==> src/rtl/d_e_stage_reg.sv <==
// D/E pipeline register of the 5-stage MIPS core. It also decides whether D must stall
// by comparing Tuse of the D instruction against Tnew of the instructions in E and M.
module d_e_stage_reg #(
    parameter logic [31:0] PC_RESET = 32'h0000_3000,
    parameter int unsigned CNT_W    = 32
) (
    input  logic             clk,
    input  logic             reset,
    input  logic [5:0]       D_op,
    input  logic [5:0]       D_fuc,
    input  logic [4:0]       D_GRF_A1,
    input  logic [4:0]       D_GRF_A2,
    input  logic [4:0]       D_GRF_A3,
    input  logic [31:0]      D_RD1,
    input  logic [31:0]      D_RD2,
    input  logic [31:0]      D_imm32,
    input  logic [31:0]      D_PC,
    input  logic [1:0]       E_Tnew,
    input  logic [4:0]       M_GRF_A3,
    input  logic [1:0]       M_Tnew,
    output logic             D_stall,
    output logic [5:0]       E_op,
    output logic [5:0]       E_fuc,
    output logic [4:0]       E_GRF_A1,
    output logic [4:0]       E_GRF_A2,
    output logic [4:0]       E_GRF_A3,
    output logic [31:0]      E_RD1,
    output logic [31:0]      E_RD2,
    output logic [31:0]      E_imm32,
    output logic [31:0]      E_PC,
    output logic [31:0]      E_PC8,
    output logic [CNT_W-1:0] stall_cnt
);

    localparam logic [5:0] OP_SPECIAL = 6'b000000;
    localparam logic [5:0] OP_BEQ     = 6'b000100;
    localparam logic [5:0] OP_ORI     = 6'b001101;
    localparam logic [5:0] OP_LW      = 6'b100011;
    localparam logic [5:0] OP_ADDEI   = 6'b110011;
    localparam logic [5:0] OP_SW      = 6'b101011;
    localparam logic [5:0] FUC_ADD    = 6'b100000;
    localparam logic [5:0] FUC_SUB    = 6'b100010;
    localparam logic [5:0] FUC_JR     = 6'b001000;

    logic [5:0]       r_op;
    logic [5:0]       r_fuc;
    logic [4:0]       r_a1;
    logic [4:0]       r_a2;
    logic [4:0]       r_a3;
    logic [31:0]      r_rd1;
    logic [31:0]      r_rd2;
    logic [31:0]      r_imm32;
    logic [31:0]      r_pc;
    logic [31:0]      r_pc8;
    logic [CNT_W-1:0] r_stallCnt;

    logic [1:0] w_tuseRs;
    logic [1:0] w_tuseRt;
    logic       w_stallRsE;
    logic       w_stallRsM;
    logic       w_stallRtE;
    logic       w_stallRtM;
    logic       w_stall;

    // Tuse of 3 marks an operand the instruction never reads, so it can never stall.
    always_comb begin
        w_tuseRs = 2'd3;
        w_tuseRt = 2'd3;
        case (D_op)
            OP_SPECIAL: begin
                if (D_fuc == FUC_ADD || D_fuc == FUC_SUB) begin
                    w_tuseRs = 2'd1;
                    w_tuseRt = 2'd1;
                end else if (D_fuc == FUC_JR) begin
                    w_tuseRs = 2'd0;
                end
            end
            OP_BEQ: begin
                w_tuseRs = 2'd0;
                w_tuseRt = 2'd0;
            end
            OP_ORI, OP_LW, OP_ADDEI: w_tuseRs = 2'd1;
            OP_SW: begin
                w_tuseRs = 2'd1;
                w_tuseRt = 2'd2;
            end
            default: begin
                w_tuseRs = 2'd3;
                w_tuseRt = 2'd3;
            end
        endcase
    end

    assign w_stallRsE = (D_GRF_A1 != 5'd0) && (D_GRF_A1 == r_a3)     && (w_tuseRs < E_Tnew);
    assign w_stallRsM = (D_GRF_A1 != 5'd0) && (D_GRF_A1 == M_GRF_A3) && (w_tuseRs < M_Tnew);
    assign w_stallRtE = (D_GRF_A2 != 5'd0) && (D_GRF_A2 == r_a3)     && (w_tuseRt < E_Tnew);
    assign w_stallRtM = (D_GRF_A2 != 5'd0) && (D_GRF_A2 == M_GRF_A3) && (w_tuseRt < M_Tnew);
    assign w_stall    = w_stallRsE || w_stallRsM || w_stallRtE || w_stallRtM;

    // A stalled cycle sends a bubble down but keeps the PC so E still knows where it is.
    always_ff @(posedge clk) begin
        if (reset) begin
            r_op       <= 6'd0;
            r_fuc      <= 6'd0;
            r_a1       <= 5'd0;
            r_a2       <= 5'd0;
            r_a3       <= 5'd0;
            r_rd1      <= 32'd0;
            r_rd2      <= 32'd0;
            r_imm32    <= 32'd0;
            r_pc       <= PC_RESET;
            r_pc8      <= PC_RESET + 32'd8;
            r_stallCnt <= '0;
        end else if (w_stall) begin
            r_op       <= 6'd0;
            r_fuc      <= 6'd0;
            r_a1       <= 5'd0;
            r_a2       <= 5'd0;
            r_a3       <= 5'd0;
            r_rd1      <= 32'd0;
            r_rd2      <= 32'd0;
            r_imm32    <= 32'd0;
            r_pc       <= D_PC;
            r_pc8      <= D_PC + 32'd8;
            r_stallCnt <= r_stallCnt + CNT_W'(1);
        end else begin
            r_op       <= D_op;
            r_fuc      <= D_fuc;
            r_a1       <= D_GRF_A1;
            r_a2       <= D_GRF_A2;
            r_a3       <= D_GRF_A3;
            r_rd1      <= D_RD1;
            r_rd2      <= D_RD2;
            r_imm32    <= D_imm32;
            r_pc       <= D_PC;
            r_pc8      <= D_PC + 32'd8;
        end
    end

    assign D_stall   = w_stall;
    assign E_op      = r_op;
    assign E_fuc     = r_fuc;
    assign E_GRF_A1  = r_a1;
    assign E_GRF_A2  = r_a2;
    assign E_GRF_A3  = r_a3;
    assign E_RD1     = r_rd1;
    assign E_RD2     = r_rd2;
    assign E_imm32   = r_imm32;
    assign E_PC      = r_pc;
    assign E_PC8     = r_pc8;
    assign stall_cnt = r_stallCnt;

endmodule

==> config.mk <==
export PLATFORM = sky130hd
export DESIGN_NAME = d_e_stage_reg
export DESIGN_NICKNAME = d
export VERILOG_FILES = /design/src/rtl/d_e_stage_reg.sv
export SDC_FILE = /design/constraint.sdc
export NUM_CORES = 1
export LEC_CHECK = 0
export CAP_MARGIN = 5
export CORE_MARGIN = 2
export CORE_UTILIZATION = 24
export CTS_BUF_LIST = sky130_fd_sc_hd__clkbuf_2 sky130_fd_sc_hd__clkbuf_4 sky130_fd_sc_hd__clkbuf_8
export CTS_CLUSTER_DIAMETER = 200
export DETAILED_ROUTE_END_ITERATION = 8
export GPL_ROUTABILITY_DRIVEN = 0
export GPL_TIMING_DRIVEN = 0
export PLACE_DENSITY = 0.62
export REMOVE_ABC_BUFFERS = 1
export SYNTH_ARGS = -nofsm -noshare
export SYNTH_HDL_FRONTEND = slang
export SYNTH_SLANG_ARGS = --single-unit
==> constraint.sdc <==
create_clock -name clk -period 2.7 [get_ports clk]
set_clock_uncertainty 0.15 [all_clocks]
set_input_delay 0.27 -clock clk [delete_from_list [all_inputs] [get_ports clk]]
set_output_delay 0.27 -clock clk [all_outputs]
set_load 0.01 [all_outputs]
==> summary.txt <==
first-pass iteration count of the detailed router: 4
most common cell after layout, fill and taps aside: clkdlybuf4s50_1
synthesized cell area: 0.007786 mm^2
sequential share of the synthesized area: 55.54%
post-synth cell types: 41
leakage power figure: 5.262 nW
initial cell density of the core: 24.55%
overflow left after global routing: 0
number of cells traversed by the worst hold path: 2
EDFF count, synth: 0
final setup violating endpoints: 0
first-pass GRT wire length: 39,440 um
cell row count: 65
number of port buffers: 385
main flop type after synthesis: dfxtp_1
relative area change from synthesis to final layout: 72.63%
DRT iter0 DRCs: 204
count of synthesis-stage warnings from yosys: 0
Setup crit end kind: flip-flop
worst setup path startpoint: D_op[0]
global router's overall resource usage: 15.14%
final worst-path setup slack: 0.07174 ns
clock tree from TritonCTS: done
vertical die dimension: 184.1 um
Placed Instances: 1,515
DRC violations left: 0
type of the most critical hold path: input pin to flip-flop
Slew Viols, Final: 0
detailed-route vias per instance: 4.218
setup slack after placement: -1.501 ns
category of the worst setup path launch point: input pin
longest individual stage delay on the worst path: 0.51 ns
Worst Reg2Reg Path Length in Cells: 8
pin slew with the least headroom to its limit: 0.6045 ns
Final Cycle Share: 97.34%
synthesis-stage register bit count: 216
HPWL Detailed: 19,560 um
worst hold start: reset
VDD IR-drop max: 0.4048 mV
multi-input logic area: 0.003381 mm^2
Total Die Area: 0.03390 mm^2
end point of the most critical hold path: stall_cnt[1]$_SDFFE_PP0P_
share of synthesized registers carrying an async set or reset: 0%
cell chosen for the clock root: clkbuf_8
WL met3: 2521 um
worst-case register-to-register setup slack: 0.28 ns
number of I/O pins: 386
initial antenna violation count: 6
Met2 Routed Length: 13,020 um
start of the worst register-to-register path: E_GRF_A3[0]$_SDFF_PP0_
share of Yosys cell area claimed by the top area cell type: 55.54%
critical path, cell by cell: clkdlybuf4s50_1, nor2_4, nand3b_1, ha_2, nor4_4, a32oi_4, buf_6, buf_6, a2111oi_4, mux2_2
WHS: 0.07366 ns
die width: 184.1 um
Critical Path Slowest Stage Cell: clkdlybuf4s50_1
top cell type by total area after synthesis: dfxtp_1
max-cap violation count: 0
data required time of the critical path: 2.97 ns
clock tree buffer depth: 3
max_slew headroom: 59.37%
worst reg2reg path endpoint: stall_cnt[18]$_SDFFE_PP0P_
clock period minus final worst setup slack: 2.628 ns
pin count of the biggest net entering global routing: 81
vias in the first global route: 6,854
overall via count from detail_route: 6,800
leading post-synthesis cells by cell area: dfxtp_1 (56%), and2_1 (10%), nor2b_1 (4.6%), mux2_1 (3.9%), nor2_1 (3.3%)
Critical Path Fanout Max: 20
fin area: 0.01344 mm^2
final count of hold timing violations: 0
count of antenna-violating nets left after detailed routing: 0
Clk Latency, worst-skew pair: 0.55 ns
FMAX: 380.5 MHz
footprint of the flip-flops and latches: 0.004324 mm^2
Num Clock Sinks: 216
number of instances in the synthesized netlist: 762
number of levels the H-tree was split into: 2
fraction of layout instances using a drive strength above 1: 10.84%
Layout Nets: 1,348
cell type with the highest occurrence count on the critical path: buf_6
post-place instance area: 0.01205 mm^2
Non-Filler Instances: 1,612
register clock-pin slew on the reported worst setup and hold paths: 0.06 ns
highest signal layer in the routed design: met5
ratio of total power to cell area: 604.9 mW/mm^2
status: finished clean
Post-Route M1 WL: 10,390 um
Crit Path Class: input pin to flip-flop
number of clock buffers inserted by TritonCTS: 42
core occupancy in the finished layout: 42.38%
signal arrival time at the worst endpoint: 2.90 ns
total detailed-routing wirelength: 26,600 um
Avg WL per Cell: 16.50 um
core region area: 0.03172 mm^2
highest-count cells in the layout ignoring fill and taps: clkdlybuf4s50_1 (372), dfxtp_1 (216), and2_1 (126)
mean post-synth cell area: 10.22 um^2
# fillers: 3,063
==> synthesized netlist by cell type (2+ instances only) <==
master,instances
a211oi_1,5
buf_2,6
buf_1,4
o21ai_0,10
nor4_1,4
mux2_1,27
and3_1,7
buf_6,9
xnor2_1,24
xor2_1,19
nor2b_1,57
dfxtp_1,216
a32o_1,3
clkbuf_1,19
or2_2,3
ha_1,6
nor2_1,68
and4_1,4
nand3_1,31
a32oi_1,2
nand2_1,22
a21oi_1,23
nand4_1,20
a32oi_2,2
and3b_1,2
nand2b_1,3
nor3_1,6
a31oi_1,2
inv_1,11
buf_4,3
mux2_2,3
and2_1,126
or4_1,6
a2111oi_0,2
==> metrics by stage <==
step                power (mW)   TNS, ns
floorplan                3.761    -92.87
global placement         4.485   -731.59
detailed placement       4.504   -182.75
CTS                      8.280    -1.558
global route             8.498  -0.03585
finish                   8.131         0
==> logic make-up (layout without fill, tap and decap cells) <==
group / count (synthesis) / after routing / synth area share (%)
other: 0 / 1 / 0
muxes: 30 / 30 / 4.339
and+or+nand+nor: 365 / 365 / 26.59
DFF: 216 / 216 / 55.54
buffers and inverters: 52 / 499 / 3.616
adders and majority gates: 6 / 6 / 0.9641
AOI/OAI and AO/OA: 50 / 50 / 4.114
xor gates and xnor gates: 43 / 43 / 4.837
==> critical path: cells and delay by family <==
family / cells / cell delay (ns)
buffers and inverters: 3 / 0.83
multiplexers: 1 / 0.37
AO/OA/AOI/OAI: 2 / 0.47
AND/OR/NAND/NOR: 3 / 0.71
adder cells (fa/ha/maj): 1 / 0.24
==> worst max-delay path by stage <==
stage / slack [ns] / depth (start not counted) / end
2_1_floorplan: -0.73 / 9 / E_GRF_A1[0]$_SDFF_PP0_
3_3_place_gp: -4.73 / 3 / E_fuc[2]$_SDFF_PP0_
3_5_place_dp: -1.50 / 10 / stall_cnt[18]$_SDFFE_PP0P_
4_1_cts: -0.20 / 6 / stall_cnt[27]$_SDFFE_PP0P_
5_1_grt: -0.04 / 10 / stall_cnt[19]$_SDFFE_PP0P_
6_report: 0.07 / 10 / stall_cnt[19]$_SDFFE_PP0P_
==> registers in the layout (all words and copies together), names as in the netlist <==
name / cells
E_RD1: 32
E_fuc: 6
E_imm32: 32
E_GRF_A2: 5
stall_cnt: 32
E_GRF_A1: 5
E_RD2: 32
E_GRF_A3: 5
E_op: 6
E_PC8: 29
E_PC: 32
==> power by group <==
part | total (mW) | internal [mW] | switching [mW]
Sequential | 3.40 | 3.36 | 0.0475
Combinational | 1.07 | 0.650 | 0.422
Clock | 3.66 | 2.20 | 1.46
==> layout make-up <==
| cell class | count | area share [%] |
|---|---|---|
| well taps | 402 | 3.742 |
| multi-input cells | 494 | 25.15 |
| clock buffers | 65 | 6.283 |
| flip-flops and latches | 216 | 32.17 |
| repair buffers | 411 | 31.40 |
| diodes | 1 | 0.01862 |
| inverters | 11 | 0.3072 |
| clock inverters | 12 | 0.9308 |
==> what timing repair did <==
item | in CTS | in global routing
setup buffers | 5 | 5
endpoints found under the setup margin | 156 | 117
gates resized for setup | 37 | 24
gates cloned | 1 | 0
endpoints found under the hold margin | 0 | 8
pin swaps | 7 | 11
hold buffers | 0 | 8
==> layer usage <==
| metal | GRT usage (%) | vias up |
|---|---|---|
| met3 | 6.185 | 55 |
| li1 | - | 3348 |
| met4 | 4.928 | 8 |
| met2 | 26.79 | 280 |
| met1 | 16.38 | 3109 |
| met5 | 0 | - |
Note: power is estimated with default switching activity, not from simulation.
==> variant, RTL diff (same flow settings) <==
Reset style: asynchronous (`reset`), changed in one clocked block.
--- a/src/rtl/d_e_stage_reg.sv
+++ b/src/rtl/d_e_stage_reg.sv
@@ -99,5 +99,5 @@
 
     // A stalled cycle sends a bubble down but keeps the PC so E still knows where it is.
-    always_ff @(posedge clk) begin
+    always_ff @(posedge clk or posedge reset) begin
         if (reset) begin
             r_op       <= 6'd0;
Behaviour: differs if reset is asserted again (counterexample within 4 cycles, from zero or initial values and one cycle with reset high); with reset held inactive, the same outputs for 4 cycles.
==> variant against the unedited design <==
  * Sequential cell count unchanged
  * Synthesized area grew 2.9%
  * Power shrank 0.30%
  * Utilization decreased by 0.90 points
  * Die area is 2.9% higher
  * Wire length up 0.82%
  * Worst setup slack better by 0.0061 ns
  * Via count is 8.4% lower
  * Final area rose by 0.90%
==> variant: results (changes against the unedited design) <==
\begin{tabular}{lr}
\hline
Metric & Value \\
\hline
\multicolumn{2}{l}{\textbf{Critical path}} \\
\quad Reg-to-Reg Start & E\_GRF\_A3[2] (was E\_GRF\_A3[0]) \\
\quad Data arrival time of the critical path & 2.20 ns (was 2.90 ns) \\
\quad Worst-path maximum fanout & 3 (was 20) \\
\quad Reg2reg end & stall\_cnt[1] (was stall\_cnt[18]) \\
\quad R2r setup slk & 0.31 ns (was 0.28 ns) \\
\quad Worst setup path endpoint & D\_stall (was stall\_cnt[19]) \\
\quad Critical Path Start & D\_fuc[4] (was D\_op[0]) \\
\multicolumn{2}{l}{\textbf{Place}} \\
\quad Placed Instance Area & 0.0123 mm² (was 0.0120 mm²) \\
\quad Placed cell count & 1394 (was 1515) \\
\quad Worst setup slack before clock tree synthesis & -1.54 ns (was -1.50 ns) \\
\quad DPL Wire Length & 17.9 mm (was 19.6 mm) \\
\multicolumn{2}{l}{\textbf{Drt}} \\
\quad Number of DRC violations after detailed-routing iteration 0 & 277 (was 204) \\
\quad Overall routed net length & 26.8 mm (was 26.6 mm) \\
\quad Total via count in the routed design & 6232 (was 6800) \\
\multicolumn{2}{l}{\textbf{Logic synthesis}} \\
\quad Top area cells in the synthesized netlist & dfrtp\_1 (66\%), and2\_1 (9.9\%), xnor2\_1 (7.5\%) (was dfxtp\_1 (56\%), and2\_1 (10\%), nor2b\_1 (4.6\%)) \\
\quad Leading cell types by count after synthesis & dfrtp\_1 (211), and2\_1 (127), xnor2\_1 (69) (was dfxtp\_1 (216), and2\_1 (126), nor2\_1 (68)) \\
\quad Synth Area in Adders & 0.00937 (was 0.00964) \\
\quad Yosys cell types & 36 (was 41) \\
\quad Xor-xnor portion of the synthesized cell area & 0.0852 (was 0.0484) \\
\quad Portion of netlist area occupied by mux cells & 0.00140 (was 0.0434) \\
\quad Most instantiated flip-flop cell in the synthesis netlist & dfrtp\_1 (was dfxtp\_1) \\
\multicolumn{2}{l}{\textbf{Die}} \\
\quad Effective utilization at floorplan & 0.245 (about the same) \\
\multicolumn{2}{l}{\textbf{Power and ir drop}} \\
\quad Switching part of the total power & 0.241 (was 0.237) \\
\quad Pleak & 5.59 nW (was 5.26 nW) \\
\multicolumn{2}{l}{\textbf{Timing}} \\
\quad Fin worst setup slack & 0.0778 ns (was 0.0717 ns) \\
\quad Transition at the pin with the smallest max-transition slack & 0.728 ns (was 0.604 ns) \\
\multicolumn{2}{l}{\textbf{Global route}} \\
\quad Via count of the first global-routing pass & 6552 (was 6854) \\
\quad Antenna violations before repair & 2 (was 6) \\
\quad Wire length of the first global-routing pass & 40.4 mm (was 39.4 mm) \\
\multicolumn{2}{l}{\textbf{Layout}} \\
\quad Share of final-layout standard cells stronger than drive strength 1 & 0.113 (was 0.108) \\
\multicolumn{2}{l}{\textbf{Worst hold path}} \\
\quad Hold Startpoint & D\_op[5] (was reset) \\
\multicolumn{2}{l}{\textbf{Status}} \\
\quad Result of the run & finished clean (unchanged) \\
\hline
\end{tabular}
==> variant: cell count changes after synthesis, moves of 26 or more <==
cell,unedited run,this run
nor2b_1,57,3
nor2_1,68,10
xnor2_1,24,69
dfxtp_1,216,0
mux2_1,27,1
dfrtp_1,0,211
==> variant: kinds of logic (layout without fill, tap and decap cells) <==
| kind of cell | count (synthesis) | after routing |
|---|---|---|
| adders and majority gates | 6 | 6 |
| other | 0 | 1 |
| AOI/OAI and AO/OA | 42 | 44 |
| xor gates and xnor gates | 78 | 78 |
| and+or+nand+nor | 215 | 218 |
| muxes | 1 | 1 |
| buffers and inverters | 31 | 487 |
| DFF | 216 | 216 |
==> variant: area by class of cell <==
| cell class | count | area (µm²) |
|---|---|---|
| fillers | 3129 | 19100 |
| flip-flops and latches | 216 | 5410 |
| repair buffers | 409 | 4090 |
| multi-input cells | 347 | 2610 |
| clock buffers | 68 | 823 |
| well taps | 442 | 553 |
| clock inverters | 3 | 43.8 |
| inverters | 7 | 33.8 |
| diodes | 1 | 2.50 |
==> variant: per-layer routing <==
layer,wire (µm),part of all wire,track usage
met1,10400,0.39,0.172
met2,13200,0.49,0.259
met3,2630,0.098,0.0630
met4,626,0.023,0.0498
met5,0,0,0
==> variant: repair_timing <==
action	CTS	global route
setup endpoints to repair	156	2
buffers inserted	5	2
hold buffers	7	8
endpoints found under the hold margin	8	8
cloned	5	0
pin swaps	13	11
gates resized for setup	48	25
==> variant: worst min-delay path by stage <==
stage	to	slack (ns)
final	E_op[5]	0.06
after global routing	E_op[5]	0.01
after CTS	E_fuc[4]	-0.05
after detailed placement	stall_cnt[31]	0.33
after global placement	stall_cnt[31]	0.32
after floorplan	E_PC[12]	0.12
==> variant: critical path, cell delays in order <==
cell and delay, ns:
clkdlybuf4s15_1 0.23, nor3_4 0.24, o21ai_1 0.12, nand2b_1 0.13, a32oi_2 0.14, ha_1 0.35, o21ai_4 0.07, a22o_4 0.29
nor2_8 0.18, inv_2 0.04, buf_2 0.13
==> variant: power groups by stage <==
| stage | combinational [mW] | sequential [mW] | clock, mW |
|---|---|---|---|
| after global routing | 1.30 | 3.56 | 3.64 |
| after floorplan | 0.246 | 3.69 | 0 |
| after detailed placement | 1.17 | 3.59 | 0 |
| after global placement | 1.16 | 3.59 | 0 |
| after CTS | 1.23 | 3.54 | 3.49 |
| final | 1.22 | 3.54 | 3.35 |
==> variant: stage by stage <==
stage / total power [mW] / utilization
4_1_cts: 8.26 / 0.411
3_3_place_gp: 4.75 / 0.375
5_1_grt: 8.51 / 0.415
2_1_floorplan: 3.94 / -
6_report: 8.11 / 0.415
3_5_place_dp: 4.76 / 0.376
